==> src/rtl/mat_seq_ctrl_if.sv <==
// mat_seq_ctrl_if: handshake bundle between the matrix sequencer and its program store,
// datapath and write-back sink.
//   START/INSTR_VALID/INSTRDATA/WB_READY : into the sequencer
//   INSTR_REQ/PC_INS                     : instruction fetch
//   LD_A_EN/LD_B_EN/LD_IDX               : operand row/column load strobes
//   MAC_CLR/MAC_EN/SEQ_K                 : accumulator control
//   WB_EN/WB_IDX                         : result row write-back
//   BUSY/DONE/ERR                        : status
interface mat_seq_ctrl_if #(parameter int N = 16, parameter int PCW = 8);
    localparam int LOGN = $clog2(N);
    logic            START;
    logic            INSTR_REQ;
    logic [PCW-1:0]  PC_INS;
    logic            INSTR_VALID;
    logic [31:0]     INSTRDATA;
    logic            LD_A_EN;
    logic            LD_B_EN;
    logic [LOGN-1:0] LD_IDX;
    logic            MAC_CLR;
    logic            MAC_EN;
    logic [LOGN-1:0] SEQ_K;
    logic            WB_EN;
    logic [LOGN-1:0] WB_IDX;
    logic            WB_READY;
    logic            BUSY;
    logic            DONE;
    logic            ERR;
    modport master (
        input  START, INSTR_VALID, INSTRDATA, WB_READY,
        output INSTR_REQ, PC_INS, LD_A_EN, LD_B_EN, LD_IDX, MAC_CLR, MAC_EN, SEQ_K,
               WB_EN, WB_IDX, BUSY, DONE, ERR
    );
    modport slave (
        output START, INSTR_VALID, INSTRDATA, WB_READY,
        input  INSTR_REQ, PC_INS, LD_A_EN, LD_B_EN, LD_IDX, MAC_CLR, MAC_EN, SEQ_K,
               WB_EN, WB_IDX, BUSY, DONE, ERR
    );
endinterface

==> src/rtl/mat_seq_ctrl.sv <==
// mat_seq_ctrl: instruction sequencer for an N x N SIMD matrix-multiply datapath.
//   CLK  : clock, all state changes on rising edge
//   RSTN : asynchronous active-low reset
//   bus  : mat_seq_ctrl_if master (fetch, load/MAC/write-back strobes, status)
module mat_seq_ctrl #(
    parameter int N   = 16,
    parameter int PCW = 8
) (
    input  logic          CLK,
    input  logic          RSTN,
    mat_seq_ctrl_if.master bus
);
    localparam int LOGN = $clog2(N);
    localparam logic [LOGN-1:0] LAST = LOGN'(N - 1);
    localparam logic [2:0] S_IDLE  = 3'd0;
    localparam logic [2:0] S_FETCH = 3'd1;
    localparam logic [2:0] S_EXEC  = 3'd2;
    localparam logic [2:0] S_MAC   = 3'd3;
    localparam logic [2:0] S_WBK   = 3'd4;
    localparam logic [7:0] OP_NOP    = 8'h00;
    localparam logic [7:0] OP_LDB    = 8'h09;
    localparam logic [7:0] OP_LDA    = 8'h0A;
    localparam logic [7:0] OP_MATMUL = 8'h03;
    localparam logic [7:0] OP_WB     = 8'h04;
    localparam logic [7:0] OP_CLR    = 8'h05;
    localparam logic [7:0] OP_HALT   = 8'h80;

    logic [2:0]      state;
    logic [PCW-1:0]  pc;
    logic [7:0]      op;
    logic [LOGN-1:0] idx;
    logic [LOGN-1:0] seq_k;
    logic [LOGN-1:0] wb_idx;
    logic            err;
    logic            known;

    always_comb known = op inside {OP_NOP, OP_LDB, OP_LDA, OP_MATMUL, OP_WB, OP_CLR, OP_HALT};

    always_ff @(posedge CLK or negedge RSTN) begin
        if (!RSTN) begin
            state  <= S_IDLE;
            pc     <= '0;
            op     <= '0;
            idx    <= '0;
            seq_k  <= '0;
            wb_idx <= '0;
            err    <= 1'b0;
        end else begin
            case (state)
                S_IDLE: if (bus.START) begin
                    pc    <= '0;
                    err   <= 1'b0;
                    state <= S_FETCH;
                end
                S_FETCH: if (bus.INSTR_VALID) begin
                    op    <= bus.INSTRDATA[7:0];
                    idx   <= bus.INSTRDATA[8 +: LOGN];
                    pc    <= pc + 1'b1;
                    // a fetch from the last address has nowhere to continue: abort without DONE
                    if (&pc) begin
                        err   <= 1'b1;
                        state <= S_IDLE;
                    end else begin
                        state <= S_EXEC;
                    end
                end
                S_EXEC: begin
                    if (!known) err <= 1'b1;
                    seq_k  <= '0;
                    wb_idx <= '0;
                    state  <= op == OP_HALT   ? S_IDLE :
                              op == OP_MATMUL ? S_MAC  :
                              op == OP_WB     ? S_WBK  : S_FETCH;
                end
                S_MAC: begin
                    seq_k <= seq_k + 1'b1;
                    if (seq_k == LAST) state <= S_FETCH;
                end
                S_WBK: if (bus.WB_READY) begin
                    wb_idx <= wb_idx + 1'b1;
                    if (wb_idx == LAST) state <= S_FETCH;
                end
                default: state <= S_IDLE;
            endcase
        end
    end

    // every output is a function of registered state only
    assign bus.INSTR_REQ = state == S_FETCH;
    assign bus.PC_INS    = pc;
    assign bus.LD_A_EN   = state == S_EXEC && op == OP_LDA;
    assign bus.LD_B_EN   = state == S_EXEC && op == OP_LDB;
    assign bus.LD_IDX    = idx;
    assign bus.MAC_CLR   = state == S_EXEC && op == OP_CLR;
    assign bus.MAC_EN    = state == S_MAC;
    assign bus.SEQ_K     = seq_k;
    assign bus.WB_EN     = state == S_WBK;
    assign bus.WB_IDX    = wb_idx;
    assign bus.BUSY      = state != S_IDLE;
    assign bus.DONE      = state == S_EXEC && op == OP_HALT;
    assign bus.ERR       = err;
endmodule

==> src/flat_wrapper.sv <==
// flat-port wrapper written by rule: the top's interface ports become plain ports
module mat_seq_ctrl_flat 
#(
    parameter int N   = 16,
    parameter int PCW = 8
)
  (CLK, RSTN, bus_START, bus_INSTR_VALID, bus_INSTRDATA, bus_WB_READY, bus_INSTR_REQ, bus_PC_INS, bus_LD_A_EN, bus_LD_B_EN, bus_LD_IDX, bus_MAC_CLR, bus_MAC_EN, bus_SEQ_K, bus_WB_EN, bus_WB_IDX, bus_BUSY, bus_DONE, bus_ERR);
  mat_seq_ctrl_if #(.N(N), .PCW(PCW)) bus_i ();
  input  logic CLK;
  input  logic RSTN;
  input wire logic [$bits(bus_i.START)-1:0] bus_START;
  input wire logic [$bits(bus_i.INSTR_VALID)-1:0] bus_INSTR_VALID;
  input wire logic [$bits(bus_i.INSTRDATA)-1:0] bus_INSTRDATA;
  input wire logic [$bits(bus_i.WB_READY)-1:0] bus_WB_READY;
  output wire logic [$bits(bus_i.INSTR_REQ)-1:0] bus_INSTR_REQ;
  output wire logic [$bits(bus_i.PC_INS)-1:0] bus_PC_INS;
  output wire logic [$bits(bus_i.LD_A_EN)-1:0] bus_LD_A_EN;
  output wire logic [$bits(bus_i.LD_B_EN)-1:0] bus_LD_B_EN;
  output wire logic [$bits(bus_i.LD_IDX)-1:0] bus_LD_IDX;
  output wire logic [$bits(bus_i.MAC_CLR)-1:0] bus_MAC_CLR;
  output wire logic [$bits(bus_i.MAC_EN)-1:0] bus_MAC_EN;
  output wire logic [$bits(bus_i.SEQ_K)-1:0] bus_SEQ_K;
  output wire logic [$bits(bus_i.WB_EN)-1:0] bus_WB_EN;
  output wire logic [$bits(bus_i.WB_IDX)-1:0] bus_WB_IDX;
  output wire logic [$bits(bus_i.BUSY)-1:0] bus_BUSY;
  output wire logic [$bits(bus_i.DONE)-1:0] bus_DONE;
  output wire logic [$bits(bus_i.ERR)-1:0] bus_ERR;
  assign bus_i.START = bus_START;
  assign bus_i.INSTR_VALID = bus_INSTR_VALID;
  assign bus_i.INSTRDATA = bus_INSTRDATA;
  assign bus_i.WB_READY = bus_WB_READY;
  assign bus_INSTR_REQ = bus_i.INSTR_REQ;
  assign bus_PC_INS = bus_i.PC_INS;
  assign bus_LD_A_EN = bus_i.LD_A_EN;
  assign bus_LD_B_EN = bus_i.LD_B_EN;
  assign bus_LD_IDX = bus_i.LD_IDX;
  assign bus_MAC_CLR = bus_i.MAC_CLR;
  assign bus_MAC_EN = bus_i.MAC_EN;
  assign bus_SEQ_K = bus_i.SEQ_K;
  assign bus_WB_EN = bus_i.WB_EN;
  assign bus_WB_IDX = bus_i.WB_IDX;
  assign bus_BUSY = bus_i.BUSY;
  assign bus_DONE = bus_i.DONE;
  assign bus_ERR = bus_i.ERR;
  mat_seq_ctrl #(.N(N), .PCW(PCW)) u_core (.CLK(CLK), .RSTN(RSTN), .bus(bus_i));
endmodule
==> config.mk <==
export PLATFORM = sky130hd
export DESIGN_NAME = mat_seq_ctrl_flat
export DESIGN_NICKNAME = d
export VERILOG_FILES = /design/src/rtl/mat_seq_ctrl_if.sv /design/src/rtl/mat_seq_ctrl.sv /design/src/flat_wrapper.sv
export SDC_FILE = /design/constraint.sdc
export NUM_CORES = 1
export LEC_CHECK = 0
export ABC_AREA = 1
export CAP_MARGIN = 20
export CORE_MARGIN = 2
export CORE_UTILIZATION = 40
export CTS_BUF_LIST = sky130_fd_sc_hd__clkbuf_4 sky130_fd_sc_hd__clkbuf_8
export DETAILED_ROUTE_END_ITERATION = 8
export PLACE_DENSITY = 0.86
export SETUP_SLACK_MARGIN = 0.3
export SYNTH_ARGS = -nofsm -noshare
export SYNTH_HDL_FRONTEND = slang
export SYNTH_SLANG_ARGS = --single-unit
export TNS_END_PERCENT = 100
==> constraint.sdc <==
create_clock -name CLK -period 1.28 [get_ports CLK]
set_input_delay 0.128 -clock CLK [delete_from_list [all_inputs] [get_ports CLK]]
set_output_delay 0.128 -clock CLK [all_outputs]
set_load 0.02 [all_outputs]
==> flow_metrics.env, run 1 <==
export IMPL_row_count=23
export IMPL_async_reset_ff_share_pct=100
export IMPL_finish_net_count=387
export IMPL_postSynthCellCount=223
export IMPL_grt_setup_unrepaired="true"
export IMPL_max_freq_mhz=662
export IMPL_yosysMostFrequentCell="sky130_fd_sc_hd__nand2_1"
export IMPL_cts_root_buffer="sky130_fd_sc_hd__clkbuf_8"
export IMPL_fin_cells=398
export IMPL_route_final_wire_length_um=5070
export IMPL_fin_worst_skew_ps=3.64
export IMPL_tightestPinTransition_ps=233
export IMPL_relSlewSlack_pct=84.4
export IMPL_grt_total_usage_pct=22.3
export IMPL_seqPwrFrac_pct=24.7
export IMPL_yosys_top_cells_area="sky130_fd_sc_hd__dfrtp_1, sky130_fd_sc_hd__nand2_1, sky130_fd_sc_hd__nor2_1, sky130_fd_sc_hd__o21ai_0, sky130_fd_sc_hd__inv_1"
export IMPL_placement_setup_worst_slack_ps=-497
export IMPL_sum_of_negative_setup_slack_ps=-5030
export IMPL_final_hold_violation_count=0
export IMPL_synthTopCellsByCount="sky130_fd_sc_hd__nand2_1, sky130_fd_sc_hd__dfrtp_1, sky130_fd_sc_hd__nor2_1"
export IMPL_die_area_mm2=0.00469
export IMPL_syn_to_final_growth_pct=93.0
export IMPL_finalCriticalPeriod_ps=1510
export IMPL_synth_avg_cell_area_um2=7.46
export IMPL_yosysWarnings=0
export IMPL_fin_total_pwr_mw=6.56
export IMPL_end_kind="primary output"
export IMPL_tritoncts="built"
export IMPL_yosysTopAreaCell="sky130_fd_sc_hd__dfrtp_1"
export IMPL_first_global_vias=1784
export IMPL_power_share_switching_pct=39.7
export IMPL_pin_count_of_the_biggest_net_entering_global_routing=33
export IMPL_antenna_cells=0
export IMPL_critical_path_peak_fanout=6
export IMPL_timing_setup_critical_path_class="reg -> out"
export IMPL_grt_overflow=0
export IMPL_drt_iter0_markers=64
export IMPL_detailed_router_iteration_count_before_antenna_repair=4
export IMPL_dp_final_hpwl_um=3270
export IMPL_gpl_final_weighted_congestion=0.889
export IMPL_share_clk_of_total_power_pct=15.0
export IMPL_final_setup_vio_count=37
export IMPL_outcome="complete, but fails checks"
export IMPL_mappedNetlistNets=263
export IMPL_power_ir_vdd_worst_uv=1230
export IMPL_routed_via_density=4.75
export IMPL_grt_pass1_wl_um=7730
export IMPL_drcViolationCount=0
export IMPL_clock_latency_ps=280
export IMPL_maxSlewViolCount=0
export IMPL_routedWlPerCell_um=12.7
export IMPL_synth_lib_cells_used_distinct=26
export IMPL_power_report_internal_total_mw=3.96
export IMPL_layout_drive_gt1_share_pct=50.6
export IMPL_cts_sinks=32
export IMPL_synth_seq_area_share_pct=48.1
export IMPL_max_cap_violations=0
export IMPL_critical_path_required_time_ps=1150
export IMPL_h_tree_depth=2
export IMPL_placeableCoreArea_mm2=0.00400
export IMPL_timing_final_ws_setup_ps=-231
export IMPL_utilization_pct=80.3
export IMPL_power_switching_mw=2.60
export IMPL_number_of_buffers_added_on_ports=45
export IMPL_finalCritPeriodShare_pct=118
export IMPL_timing_hold_worst_class="in -> async"
export IMPL_fp_dieH_um=68.5
export IMPL_num_vias=1891
export IMPL_post_synth_instance_area_mm2=0.00166
export IMPL_synth_enable_flop_cells=0
export IMPL_place_detailed_instances=360
export IMPL_cp_start_kind="register"
export IMPL_dominantRegCellSynth="sky130_fd_sc_hd__dfrtp_1"
export IMPL_share_comb_of_total_power_pct=60.3
export IMPL_synth_seq_cells=32
export IMPL_arrival_ps=1380
export IMPL_p_leak_nw=1.61
export IMPL_start_util_pct=41.6
export IMPL_max_clock_path_buffers=2
export IMPL_number_of_antenna_violations_at_the_first_check_in_global_routing=0
export IMPL_cts_inserted_buffers=5
export IMPL_ant_nets_after_route=0
export IMPL_failed_checks="negative setup slack"
export IMPL_path_clk_slew_ps=70
export IMPL_synth_largest_type_area_fraction_pct=48.1
export IMPL_ioPinCount=66
export IMPL_dieWidth_um=68.5
export IMPL_pwr_density_cell_mw_per_mm2=2040
critical path: stages (launching register included):
cell	delay, ps
sky130_fd_sc_hd__dfrtp_1	400
sky130_fd_sc_hd__inv_2	80
sky130_fd_sc_hd__nand2_4	60
sky130_fd_sc_hd__nor2_4	150
sky130_fd_sc_hd__inv_4	90
sky130_fd_sc_hd__nor3_4	180
sky130_fd_sc_hd__buf_6	140
power groups by stage:
stage          Clock, mW  Combinational, mW  Sequential, mW
2_1_floorplan          0               1.29            1.77
3_3_place_gp           0               2.84            1.56
3_5_place_dp           0               2.94            1.58
4_1_cts             1.00               3.53            1.59
5_1_grt             1.06               4.30            1.66
6_report           0.983               3.96            1.62
stage by stage:
stage               hold WS [ps]  instance area [um2]
finish                       212                 3210
global route                 227                 3210
CTS                          216                 2980
detailed placement           467                 2600
global placement             461                 2600
floorplan                   -168                 1770
layer usage:
metal  GRT usage, %  vias up  wire length (um)  part of all wire [%]
li1               -      956                 -                     -
met1           24.8      878              2000                    39
met2           42.8       50              2840                    56
met3           3.73        7               179                   3.5
met4           7.00        0                55                   1.1
met5              0        -                 0                     0
logic make-up (layout without fill, tap and decap cells):
kind of cell,Yosys count,in the layout,synth area share (%)
AND/OR/NAND/NOR,132,132,33.5
adder cells (fa/ha/maj),3,3,2.26
buffers and inverters,27,152,6.39
AO/OA/AOI/OAI,27,27,8.65
XOR/XNOR,2,2,1.05
flip-flops,32,32,48.1
state kept, by name (all words and copies together) (netlist names):
register / flops
u_core.bus.LD_IDX: 4
u_core.bus.ERR: 1
u_core.bus.SEQ_K: 4
u_core.state: 3
u_core.bus.WB_IDX: 4
u_core.op: 8
u_core.bus.PC_INS: 8
cell type report:
cell class | instances | area, um2
repair buffers | 120 | 1110
inverters | 24 | 105
fillers | 237 | 788
flip-flops and latches | 32 | 810
well taps | 50 | 62.6
clock buffers | 6 | 76.3
clock inverters | 2 | 35.0
multi-input cells | 164 | 1020
cell usage in the layout, fill, tap and decap left out, types with 8 or more instances in the layout:
| cell | instances |
|---|---|
| sky130_fd_sc_hd__nand2_1 | 57 |
| sky130_fd_sc_hd__inv_1 | 17 |
| sky130_fd_sc_hd__dfrtp_1 | 25 |
| sky130_fd_sc_hd__nand3_1 | 9 |
| sky130_fd_sc_hd__nand2_2 | 11 |
| sky130_fd_sc_hd__nor2_4 | 10 |
| sky130_fd_sc_hd__nor2_1 | 18 |
| sky130_fd_sc_hd__clkdlybuf4s50_1 | 16 |
| sky130_fd_sc_hd__o21ai_1 | 8 |
| sky130_fd_sc_hd__buf_6 | 45 |
| sky130_fd_sc_hd__buf_4 | 52 |
worst paths after layout:
kind | startpoint | to | slack (ps) | cells after the start
max in group asynchronous | RSTN | u_core.bus.PC_INS[0]$_DFFE_PN0P_ | 870 | 2
min in group CLK | bus_INSTRDATA[9] | u_core.bus.LD_IDX[1]$_DFFE_PN0P_ | 380 | 3
setup / recovery | u_core.state[2]$_DFFE_PN0P_ | bus_DONE | -230 | 6
hold reg to reg | u_core.bus.LD_IDX[2]$_DFFE_PN0P_ | u_core.bus.LD_IDX[2]$_DFFE_PN0P_ | 470 | 2
hold / removal | RSTN | u_core.bus.WB_IDX[1]$_DFFE_PN0P_ | 210 | 2
setup reg to reg | u_core.state[2]$_DFFE_PN0P_ | u_core.bus.PC_INS[5]$_DFFE_PN0P_ | -220 | 8
repair_timing:
item / in CTS / in global routing
hold buffers: 0 / 0
gates cloned: 1 / 0
pin swaps: 13 / 13
buffers inserted: 19 / 10
endpoints found under the setup margin: 61 / 57
resized for setup: 203 / 48
Power figures use the tool's default switching activity.
==> run 2, diff against run 1 <==
- MAX_ROUTING_LAYER: not set -> met4
==> run 2 against run 1 <==
- the run still ends with negative setup slack left
- register-to-register slack barely moved
- non-clock buffer count did not move
- count of clock-buffer cells in the layout did not move
- utilization fell by 0.062 points
- critical path depth did not move
- clock skew rose by 0.92 ps
- routed wire length barely moved
- worst hold slack got worse by 1.3 ps
- setup slack barely moved
- combinational power barely moved
- first-iteration DRC count fell by 3.1%
==> flow_metrics.env, run 2 (same netlist as run 1, synthesis figures left out) <==
export IMPL_placeableCoreArea_mm2=0.00400
export IMPL_grt_pass1_wl_um=7720
export IMPL_grt_total_usage_pct=23.0
export IMPL_worst_setup_path_startpoint="u_core.state[2]$_DFFE_PN0P_"
export IMPL_fp_dieH_um=68.5
export IMPL_layout_cells_most_common_list="sky130_fd_sc_hd__nand2_1, sky130_fd_sc_hd__buf_4, sky130_fd_sc_hd__buf_6, sky130_fd_sc_hd__dfrtp_1, sky130_fd_sc_hd__nor2_1"
export IMPL_h_tree_depth=2
export IMPL_timing_setup_critical_path_class="reg -> out"
export IMPL_max_clock_path_buffers=2
export IMPL_ant_nets_after_route=0
export IMPL_grt_overflow=0
export IMPL_power_ir_vdd_worst_uv=1230
export IMPL_timing_hold_worst_class="in -> async"
export IMPL_max_cap_violations=0
export IMPL_drcViolationCount=0
export IMPL_final_setup_vio_count=37
export IMPL_die_area_mm2=0.00469
export IMPL_syn_to_final_growth_pct=92.9
export IMPL_clock_latency_ps=280
export IMPL_number_of_antenna_violations_at_the_first_check_in_global_routing=0
export IMPL_failed_checks="negative setup slack"
export IMPL_end_kind="primary output"
export IMPL_outcome="complete, but fails checks"
export IMPL_tightestPinTransition_ps=233
export IMPL_placement_setup_worst_slack_ps=-497
export IMPL_number_of_buffers_added_on_ports=45
export IMPL_path_cells="inv_2, nand2_4, nor2_4, inv_4, nor3_4, buf_6"
export IMPL_p_leak_nw=1.61
export IMPL_finalCritPeriodShare_pct=118
export IMPL_critical_path_peak_fanout=6
export IMPL_sum_of_negative_setup_slack_ps=-5060
export IMPL_dp_final_hpwl_um=3270
export IMPL_layout_commonest_cell="sky130_fd_sc_hd__nand2_1"
export IMPL_path_clk_slew_ps=70
export IMPL_routed_via_density=4.78
export IMPL_cts_hold_buffers_added=0
export IMPL_relSlewSlack_pct=84.4
export IMPL_detailed_router_iteration_count_before_antenna_repair=4
export IMPL_critical_path_reg2reg_startpoint="u_core.state[2]$_DFFE_PN0P_"
export IMPL_pwr_density_cell_mw_per_mm2=2040
export IMPL_start_util_pct=41.6
export IMPL_utilization_pct=80.2
export IMPL_critical_path_required_time_ps=1150
export IMPL_row_count=23
export IMPL_cts_sinks=32
export IMPL_pin_count_of_the_biggest_net_entering_global_routing=33
export IMPL_finish_net_count=387
export IMPL_ioPinCount=66
export IMPL_antenna_cells=0
export IMPL_num_vias=1901
export IMPL_route_final_wire_length_um=5070
export IMPL_finalCriticalPeriod_ps=1510
export IMPL_routedWlPerCell_um=12.7
export IMPL_drt_iter0_markers=62
export IMPL_final_hold_violation_count=0
export IMPL_tritoncts="built"
export IMPL_max_freq_mhz=662
export IMPL_cpPeakStageDelay_ps=400
export IMPL_maxSlewViolCount=0
export IMPL_layout_drive_gt1_share_pct=50.3
export IMPL_cts_inserted_buffers=5
export IMPL_timing_final_ws_setup_ps=-231
export IMPL_fin_worst_skew_ps=4.57
export IMPL_arrival_ps=1380
export IMPL_worst_path_max_delay_cell="sky130_fd_sc_hd__dfrtp_1"
export IMPL_cp_start_kind="register"
export IMPL_gpl_final_weighted_congestion=0.904
export IMPL_first_global_vias=1778
export IMPL_fillers=238
export IMPL_cts_root_buffer="sky130_fd_sc_hd__clkbuf_8"
export IMPL_dieWidth_um=68.5
export IMPL_grt_setup_unrepaired="true"
## run 2: cell counts in the layout (fill, tap and decap cells not counted)
No cell type changed its count.
## run 2: where the power goes
part / total (mW) / switching, mW / internal, mW
registers: 1.62 / 0.284 / 1.34
logic: 3.95 / 1.93 / 2.02
clock network: 0.983 / 0.384 / 0.599
## run 2: per-stage QoR
step,power (mW),cells,cell area (um2),hold slack [ps]
after floorplan,3.06,223,1770,-168
after global placement,4.41,360,2600,461
after detailed placement,4.53,360,2600,467
after CTS,6.12,388,2980,216
after global routing,7.02,398,3210,226
final,6.55,398,3210,211
## run 2: cell type report
cell class / count / area [um2] / area share, %
Clock inverter: 2 / 35.0 / 1.09
Timing Repair Buffer: 120 / 1110 / 34.5
Clock buffer: 6 / 76.3 / 2.38
Tap cell: 50 / 62.6 / 1.95
Multi-Input combinational cell: 164 / 1010 / 31.6
Sequential cell: 32 / 810 / 25.2
Inverter: 24 / 105 / 3.27
## run 2: critical path, delay by kind of cell (launching register included)
family | cells | cell delay [ps]
buffers and inverters | 3 | 310
and+or+nand+nor | 3 | 390
DFF | 1 | 400
## run 2: final timing paths
check | slack, ps | cells past startpoint | end
setup / recovery | -230 | 6 | bus_DONE
hold / removal | 210 | 2 | u_core.bus.WB_IDX[1]$_DFFE_PN0P_
setup reg to reg | -230 | 8 | u_core.bus.PC_INS[5]$_DFFE_PN0P_
hold reg to reg | 470 | 2 | u_core.bus.LD_IDX[2]$_DFFE_PN0P_
max in group asynchronous | 870 | 2 | u_core.bus.PC_INS[0]$_DFFE_PN0P_
min in group CLK | 380 | 3 | u_core.bus.LD_IDX[1]$_DFFE_PN0P_
## run 2: per-layer routing
| layer | wire length, um | track usage [%] | part of all wire (%) |
|---|---|---|---|
| met5 | 0 | - | 0 |
| met4 | 55 | 7.00 | 1.1 |
| met3 | 180 | 3.57 | 3.6 |
| met1 | 1960 | 24.7 | 39 |
| met2 | 2880 | 43.0 | 57 |
## run 2: what timing repair did
| item | CTS | global route |
|---|---|---|
| cloned | 1 | 0 |
| gates resized for setup | 203 | 47 |
| setup endpoints to repair | 61 | 57 |
| pin swaps | 13 | 13 |
| buffers inserted | 19 | 10 |
==> run 3, diff against run 2 <==
- SETUP_SLACK_MARGIN: 0.3 -> not set
==> run 3 against run 2 <==
- the flow still finishes with violations (negative setup slack)
- count of clock-buffer cells in the layout did not move
- non-clock buffer count is 11 lower
- critical path depth is 2 higher
- largest power group unchanged
==> flow_metrics.env, run 3 (same netlist as run 1, synthesis figures left out) <==
export IMPL_maxSlewViolCount=0
export IMPL_dieWidth_um=68.5
export IMPL_pwr_density_cell_mw_per_mm2=2020
export IMPL_syn_to_final_growth_pct=84.8
export IMPL_gpl_final_weighted_congestion=0.786
export IMPL_antenna_cells=0
export IMPL_cts_inserted_buffers=5
export IMPL_first_global_vias=1814
export IMPL_outcome="complete, but fails checks"
export IMPL_start_util_pct=41.6
export IMPL_share_clk_of_total_power_pct=12.6
export IMPL_dp_final_hpwl_um=3260
export IMPL_hold_slack_ps=195
export IMPL_cts_sinks=32
export IMPL_finalCritPeriodShare_pct=122
export IMPL_die_area_mm2=0.00469
export IMPL_power_share_switching_pct=42.7
export IMPL_finish_net_count=376
export IMPL_fin_total_pwr_mw=6.20
export IMPL_cts_root_buffer="sky130_fd_sc_hd__clkbuf_8"
export IMPL_timing_setup_critical_path_class="reg -> reg"
export IMPL_routed_via_density=5.01
export IMPL_grt_total_usage_pct=23.0
export IMPL_final_hold_violation_count=0
export IMPL_layout_drive_gt1_share_pct=45.2
export IMPL_arrival_ps=1780
export IMPL_clock_latency_ps=290
export IMPL_drt_iter0_markers=56
export IMPL_grt_setup_unrepaired="true"
export IMPL_critical_path_peak_fanout=7
export IMPL_p_leak_nw=1.56
export IMPL_timing_final_ws_setup_ps=-285
export IMPL_grt_overflow=0
export IMPL_number_of_antenna_violations_at_the_first_check_in_global_routing=0
export IMPL_routedWlPerCell_um=14.0
export IMPL_power_report_internal_total_mw=3.55
export IMPL_max_freq_mhz=639
export IMPL_finalCriticalPeriod_ps=1570
export IMPL_tightestPinTransition_ps=255
export IMPL_power_ir_vdd_worst_uv=1250
export IMPL_ioPinCount=66
export IMPL_cp_start_kind="register"
export IMPL_seqPwrFrac_pct=26.7
export IMPL_row_count=23
export IMPL_ant_nets_after_route=0
export IMPL_number_of_buffers_added_on_ports=45
export IMPL_timing_hold_worst_class="in -> async"
export IMPL_max_clock_path_buffers=2
export IMPL_h_tree_depth=2
export IMPL_drcViolationCount=0
export IMPL_route_final_wire_length_um=5410
export IMPL_grt_pass1_wl_um=7760
export IMPL_critical_path_required_time_ps=1490
export IMPL_path_clk_slew_ps=70
export IMPL_placeableCoreArea_mm2=0.00400
export IMPL_num_vias=1932
export IMPL_layout_cells_most_common_list="sky130_fd_sc_hd__nand2_1, sky130_fd_sc_hd__buf_4, sky130_fd_sc_hd__dfrtp_1, sky130_fd_sc_hd__buf_6"
export IMPL_failed_checks="negative setup slack"
export IMPL_final_setup_vio_count=37
export IMPL_max_cap_violations=0
export IMPL_pin_count_of_the_biggest_net_entering_global_routing=33
export IMPL_share_comb_of_total_power_pct=60.7
export IMPL_fp_dieH_um=68.5
export IMPL_detailed_router_iteration_count_before_antenna_repair=5
export IMPL_tritoncts="built"
export IMPL_power_switching_mw=2.65
export IMPL_end_kind="register"
export IMPL_fin_worst_skew_ps=11.5
export IMPL_relSlewSlack_pct=82.9
run 3: cell type report:
cell class	count	area (um2)
clock buffers	6	76.3
clock inverters	1	5.00
fillers	262	925
inverters	24	105
multi-input cells	164	1030
flip-flops and latches	32	806
well taps	50	62.6
repair buffers	109	986
run 3: worst paths after layout:
path,end,startpoint,cells after the start,slack [ps]
setup / recovery,u_core.bus.PC_INS[5]$_DFFE_PN0P_,u_core.state[2]$_DFFE_PN0P_,8,-290
hold / removal,u_core.bus.WB_IDX[3]$_DFFE_PN0P_,RSTN,2,200
setup reg to reg,u_core.bus.PC_INS[5]$_DFFE_PN0P_,u_core.state[2]$_DFFE_PN0P_,8,-290
hold reg to reg,u_core.bus.LD_IDX[0]$_DFFE_PN0P_,u_core.bus.LD_IDX[0]$_DFFE_PN0P_,2,480
max in group asynchronous,u_core.state[1]$_DFFE_PN0P_,RSTN,2,880
min in group CLK,u_core.bus.LD_IDX[0]$_DFFE_PN0P_,bus_INSTRDATA[8],3,370
run 3: power by group through the flow:
| stage | combinational (mW) | sequential (mW) | clock, mW |
|---|---|---|---|
| 6_report | 3.76 | 1.66 | 0.783 |
| 5_1_grt | 4.06 | 1.69 | 0.843 |
| 4_1_cts | 3.22 | 1.60 | 0.777 |
| 3_5_place_dp | 2.89 | 1.60 | 0 |
| 3_3_place_gp | 2.81 | 1.57 | 0 |
| 2_1_floorplan | 1.29 | 1.76 | 0 |
run 3: critical path, cell delays in order (launching register included):
cell,delay [ps]
sky130_fd_sc_hd__dfrtp_1,410
sky130_fd_sc_hd__buf_6,130
sky130_fd_sc_hd__nor3_4,270
sky130_fd_sc_hd__buf_6,170
sky130_fd_sc_hd__nand2_8,60
sky130_fd_sc_hd__inv_8,70
sky130_fd_sc_hd__and3_4,180
sky130_fd_sc_hd__nand2_2,50
sky130_fd_sc_hd__a21oi_2,140
run 3: per-stage QoR:
step,util (%),worst slack [ps],std cells,instance area (um2),setup TNS (ps)
floorplan,-,-129,223,1760,-1820
global placement,65.1,-375,361,2600,-5480
detailed placement,65.1,-420,361,2600,-6380
CTS,71.5,-222,377,2860,-4640
global route,76.9,-382,386,3080,-9740
finish,76.9,-285,386,3080,-6940
run 3: timing repair:
item,in CTS,in global routing
gates resized for setup,115,56
setup buffers,10,9
gates cloned,0,1
hold buffers,0,0
pin swaps,15,16
setup endpoints to repair,56,41
run 3: layer usage:
layer | vias to the layer above | global-route usage (%) | share of wire (%)
li1 | 939 | - | -
met1 | 920 | 25.0 | 39
met2 | 61 | 41.2 | 54
met3 | 12 | 4.71 | 4.9
met4 | 0 | 8.50 | 2.1
met5 | - | - | 0
